**config.mk**
```make
export PLATFORM = sky130hd
export DESIGN_NAME = coin_acceptor
export DESIGN_NICKNAME = d
export VERILOG_FILES = /design/src/rtl/coin_acceptor.sv
export SDC_FILE = /design/constraint.sdc
export NUM_CORES = 1
export LEC_CHECK = 0
export ABC_CLOCK_PERIOD_IN_PS = 4100
export CAP_MARGIN = 25
export CORE_MARGIN = 1.5
export CORE_UTILIZATION = 59
export DETAILED_ROUTE_END_ITERATION = 10
export PLACE_DENSITY_LB_ADDON = 0.08
export SLEW_MARGIN = 5
export SYNTH_ARGS = -nofsm -noshare
export SYNTH_HDL_FRONTEND = slang
export SYNTH_SLANG_ARGS = --single-unit
export TNS_END_PERCENT = 30
```
**constraint.sdc**
```tcl
create_clock -name clk -period 4.1 [get_ports clk]
set_input_delay 0.41 -clock clk [delete_from_list [all_inputs] [get_ports clk]]
set_output_delay 0.41 -clock clk [all_outputs]
set_load 0.005 [all_outputs]
```
**src/rtl/coin_acceptor.sv**
```systemverilog
// Coin-sensor front end: 2-flop sync, debounce, denomination decode, and the x/value strobe.
// Define COIN_COUNT_EN to add the saturating accepted-coin counter output coin_cnt.
module coin_acceptor #(
  parameter int unsigned DEB_CYCLES  = 4,
  parameter int unsigned HOLD_CYCLES = 3,
  parameter logic [7:0]  VAL0        = 8'd5,
  parameter logic [7:0]  VAL1        = 8'd10,
  parameter logic [7:0]  VAL2        = 8'd25
) (
  input  logic        clk,
  input  logic        rst,
  input  logic [2:0]  coin_sens,
  output logic        x,
  output logic [7:0]  value,
  output logic        coin_err,
  output logic        busy
`ifdef COIN_COUNT_EN
  ,
  output logic [15:0] coin_cnt
`endif
);

  typedef enum logic [2:0] {
    StIdle,
    StDebounce,
    StSetup,
    StStrobe,
    StRelease,
    StErr
  } state_e;

  localparam logic [3:0] DebLast  = 4'(DEB_CYCLES - 1);
  localparam logic [3:0] HoldLast = 4'(HOLD_CYCLES);

  state_e     state;
  logic [2:0] s1, s2, pat;
  logic [3:0] cnt, hcnt;
  logic [7:0] pat_val;
  logic       pat_onehot;

  assign pat_onehot = $onehot(pat);

  always_comb begin
    pat_val = 8'd0;
    case (pat)
      3'b001:  pat_val = VAL0;
      3'b010:  pat_val = VAL1;
      3'b100:  pat_val = VAL2;
      default: pat_val = 8'd0;
    endcase
  end

  always_ff @(posedge clk) begin
    if (rst) begin
      s1       <= 3'b000;
      s2       <= 3'b000;
      pat      <= 3'b000;
      cnt      <= 4'd0;
      hcnt     <= 4'd0;
      state    <= StIdle;
      x        <= 1'b1;
      value    <= 8'd0;
      coin_err <= 1'b0;
      busy     <= 1'b0;
`ifdef COIN_COUNT_EN
      coin_cnt <= 16'd0;
`endif
    end else begin
      s1       <= coin_sens;
      s2       <= s1;
      coin_err <= 1'b0;
      case (state)
        StIdle: begin
          if (s2 != 3'b000) begin
            state <= StDebounce;
            pat   <= s2;
            cnt   <= 4'd1;
            busy  <= 1'b1;
          end
        end
        StDebounce: begin
          if (s2 == 3'b000) begin
            state <= StIdle;
            busy  <= 1'b0;
          end else if (s2 != pat) begin
            pat <= s2;
            cnt <= 4'd1;
          end else if (cnt != DebLast) begin
            cnt <= cnt + 4'd1;
          end else if (pat_onehot) begin
            state <= StSetup;
            value <= pat_val;
`ifdef COIN_COUNT_EN
            if (coin_cnt != 16'hFFFF) coin_cnt <= coin_cnt + 16'd1;
`endif
          end else begin
            state    <= StErr;
            coin_err <= 1'b1;
            cnt      <= 4'd0;
          end
        end
        // value already stable for a full cycle before x falls
        StSetup: begin
          state <= StStrobe;
          x     <= 1'b0;
          hcnt  <= 4'd1;
        end
        StStrobe: begin
          if (hcnt == HoldLast) begin
            state <= StRelease;
            x     <= 1'b1;
            cnt   <= 4'd0;
          end else begin
            hcnt <= hcnt + 4'd1;
          end
        end
        // Sensor must read empty for DEB_CYCLES samples in a row before re-arming.
        StRelease, StErr: begin
          if (s2 != 3'b000) begin
            cnt <= 4'd0;
          end else if (cnt == DebLast) begin
            state <= StIdle;
            value <= 8'd0;
            busy  <= 1'b0;
            cnt   <= 4'd0;
          end else begin
            cnt <= cnt + 4'd1;
          end
        end
        default: begin
          state <= StIdle;
          x     <= 1'b1;
          value <= 8'd0;
          busy  <= 1'b0;
        end
      endcase
    end
  end

endmodule

```
==> metrics.csv <==
metric,value,unit
Std-Cell Core Area,0.002276,mm2
"Setup Fix Bufs, Post-CTS",0,
Synth Flop Type,sky130_fd_sc_hd__dfxtp_1,
deepest clock path buffer count,2,
die height,52.98,um
boundary pin count,16,
clock tree root driver cell,sky130_fd_sc_hd__clkbuf_4,
fin area,0.001613,mm2
number of port buffers,12,
Clock Latency Late Sink,0.34,ns
number of storage elements in the synthesis netlist,28,
count of final max-slew check failures,0,
total power draw,691.8,uW
wire length of the first global-routing pass,4.581,mm
total power divided by cell area,429.0,mW/mm2
pin count of the biggest net entering global routing,24,
filler instances,172,
"Largest delay share family, worst path",simple AND/OR/NAND/NOR gates,
DRC viols,0,
Worst Reg2Reg Path Length in Cells,6,
result of the run,"complete, no violations",
crit path launch type,register,
number of design-rule violations left by the first detailed-router iteration,28,
Yosys warning count,0,
hold endpoint,s2[1],
initial antenna violation count,0,
clock tree from TritonCTS,done,
fraction of final layout cells with drive strength greater than 1,7.955,%
top cell type's share of synthesized area,38.03,%
fin nets,185,
critical path depth,6,
hold path depth,1,
Buf/Inv on CP,0,
die extent in x,52.98,um
worst vdd ir,0.2758,mV
placed cell area,0.001577,mm2
async set-or-reset flop fraction in the synthesized netlist,0,%
Finished Layout Cells,204,
clock edge transition at the registers on the reported setup and hold paths,0.16,ns
CTS resizes,0,
reg2reg end,state[2],
WL/cell,14.31,um
Synth cell types,46,
routed wire length,2.919,mm
relative slew slack,41.81,%
slew of the pin with the lowest slew margin,0.8662,ns
number of setup violations in the final report,0,
Clock H-tree levels,1,
Worst R2R Setup Slack,1.71,ns
via count of the first global-routing pass,1025,
Total Negative Setup Slacks,0,ns
number of clock sinks,28,
unrepaired setup endpoints after global routing,false,
highest fanout seen on the critical path,5,
synthesized area divided by synthesized cell count,8.619,um2
Initial Utilization,64.76,%
combined area of all synthesized cells,0.001474,mm2
path category of the worst min-delay check,reg2reg,
post-layout utilization of the core,70.86,%
number of instances in the placed design,200,
Final Hold Fails,0,
leading post-synthesis cells by cell area,"sky130_fd_sc_hd__dfxtp_1 (38%), sky130_fd_sc_hd__nor2b_1 (3.4%), sky130_fd_sc_hd__nand2_1 (3.1%), sky130_fd_sc_hd__xor2_1 (3.0%), sky130_fd_sc_hd__nor2_1 (2.8%)",
required time at the worst-slack endpoint,4.34,ns
"Area growth, synth to finish",9.423,%
number of enable flip-flop cells after synthesis,0,
slowest cell delay on critical path,0.60,ns
overflow left after global routing,0,
cell type of the slowest stage on the worst timing path,sky130_fd_sc_hd__or4_4,
hold buffer count at cts,0,
router iterations before antenna repair,4,
number of max-cap violations,0,
worst reg2reg startpoint,cnt[0],
row count,17,
start point of the worst min-delay path,s1[1],
leakage,0.5838,nW
CP Class,reg2reg,
kind of end point of the critical path,register,
minimum clock period,2.392,ns
post-synth top area cell,sky130_fd_sc_hd__dfxtp_1,
number of vias after detailed routing,1258,
sequential fraction of the synthesis area,38.03,%
total half-perimeter wirelength after legalization and detailed placement,2.069,mm
TritonCTS buffer count,3,
Post-Route Skew,0.01523,ns
Antenna Diode Count,0,
overall routing resource usage,22.26,%
Die Outline Area,0.002807,mm2
fraction of the cycle the final worst path needs,58.35,%
via count normalized by instance count,6.167,
cell breakdown of the critical path,ha_1 -> or3b_4 -> or4_4 -> a31oi_4 -> o22ai_2 -> a221oi_2,
global placement routability congestion,0.8800,
arrival time at the worst endpoint,2.63,ns
number of standard cells after synthesis,171,
achievable frequency,0.4180,GHz
post-detailed-route count of antenna-violating nets,0,
-- kinds of logic after synthesis --
family,Yosys count,share of synthesized area (%)
fa+ha+maj,3,3.056
xor+xnor,5,2.971
flops,28,38.03
other cells,1,0.2544
compound gates,42,22.16
mux,4,2.717
buf+inv,22,6.367
simple gates,66,24.45
-- cell usage in the layout, fill, tap and decap left out, types with 4 or more instances in the layout --
cell type / netlist / layout
sky130_fd_sc_hd__a21oi_1: 8 / 8
sky130_fd_sc_hd__nand2_1: 12 / 12
sky130_fd_sc_hd__nor2_1: 11 / 11
sky130_fd_sc_hd__xor2_1: 5 / 5
sky130_fd_sc_hd__inv_1: 9 / 9
sky130_fd_sc_hd__clkdlybuf4s50_1: 0 / 12
sky130_fd_sc_hd__mux2i_1: 4 / 4
sky130_fd_sc_hd__nand3_1: 6 / 6
sky130_fd_sc_hd__dfxtp_1: 28 / 28
sky130_fd_sc_hd__nor4_1: 4 / 4
sky130_fd_sc_hd__nor3_1: 6 / 6
sky130_fd_sc_hd__nand2b_1: 5 / 5
sky130_fd_sc_hd__o21ai_0: 5 / 5
sky130_fd_sc_hd__nor2b_1: 8 / 8
-- cells in the mapped netlist, types with 2 or more instances --
master                     number
sky130_fd_sc_hd__nand3_1        6
sky130_fd_sc_hd__dfxtp_1       28
sky130_fd_sc_hd__nand2_1       12
sky130_fd_sc_hd__a22o_1         2
sky130_fd_sc_hd__xor2_1         5
sky130_fd_sc_hd__and2_1         2
sky130_fd_sc_hd__a31oi_1        2
sky130_fd_sc_hd__o21ai_0        5
sky130_fd_sc_hd__o22ai_1        3
sky130_fd_sc_hd__nor3b_1        2
sky130_fd_sc_hd__nor2_1        11
sky130_fd_sc_hd__nand4_1        2
sky130_fd_sc_hd__inv_1          9
sky130_fd_sc_hd__nor3_1         6
sky130_fd_sc_hd__nand3b_1       2
sky130_fd_sc_hd__ha_1           2
sky130_fd_sc_hd__a21oi_1        8
sky130_fd_sc_hd__a32o_1         3
sky130_fd_sc_hd__nor2b_1        8
sky130_fd_sc_hd__o21ai_1        2
sky130_fd_sc_hd__clkbuf_1      10
sky130_fd_sc_hd__or3b_2         2
sky130_fd_sc_hd__mux2i_1        4
sky130_fd_sc_hd__nor4_1         4
sky130_fd_sc_hd__a22oi_1        3
sky130_fd_sc_hd__buf_4          3
sky130_fd_sc_hd__o31ai_1        2
sky130_fd_sc_hd__nand2b_1       5
-- cell type report --
class                           count  area, um2  area share, %
Inverter                            9      33.78          2.095
Clock buffer                        4      36.28          2.250
Timing Repair Buffer               12      120.1          7.448
Sequential cell                    28      560.5          34.76
Multi-Input combinational cell    123      827.0          51.28
Tap cell                           28      35.03          2.172
-- worst max path at each step --
stage                start        to  slack [ns]
finish              cnt[0]  state[2]        1.71
global route        cnt[0]    cnt[1]        1.59
CTS                 cnt[0]  state[2]        1.74
detailed placement  cnt[0]    cnt[1]        1.78
global placement    cnt[0]    cnt[0]        1.81
floorplan           cnt[0]  state[2]        1.96
-- worst register-to-register path, delay by kind of cell (launching register included) --
kind / cells / cell delay (ns)
and+or+nand+nor: 2 / 1.01
AOI/OAI and AO/OA: 3 / 0.67
DFF: 1 / 0.43
adders and majority gates: 1 / 0.19
-- registers in the layout (all words and copies together), names as in the netlist --
signal	flops
hcnt	4
s1	3
coin_err	1
cnt	4
pat	3
value	5
busy	1
state	3
s2	3
x	1
-- metrics by stage --
step | setup WS [ns] | hold WS, ns
2_1_floorplan | 1.962 | 0.4138
3_3_place_gp | 1.811 | 0.4181
3_5_place_dp | 1.777 | 0.4279
4_1_cts | 1.741 | 0.4602
5_1_grt | 1.588 | 0.4685
6_report | 1.708 | 0.4558
-- per-layer routing --
metal	part of all wire (%)	GRT usage, %	up-vias
li1	-	-	624
met1	48	30.53	584
met2	45	33.96	45
met3	5.6	4.520	5
met4	1.2	8.974	0
met5	0	0	-
-- where the power goes --
group	internal [mW]	switching [mW]	total, mW
Sequential	0.293	0.0506	0.343
Clock	0.0545	0.0815	0.136
Combinational	0.0972	0.115	0.213
Total	0.444	0.248	0.692
Note: power is estimated with default switching activity, not from simulation.
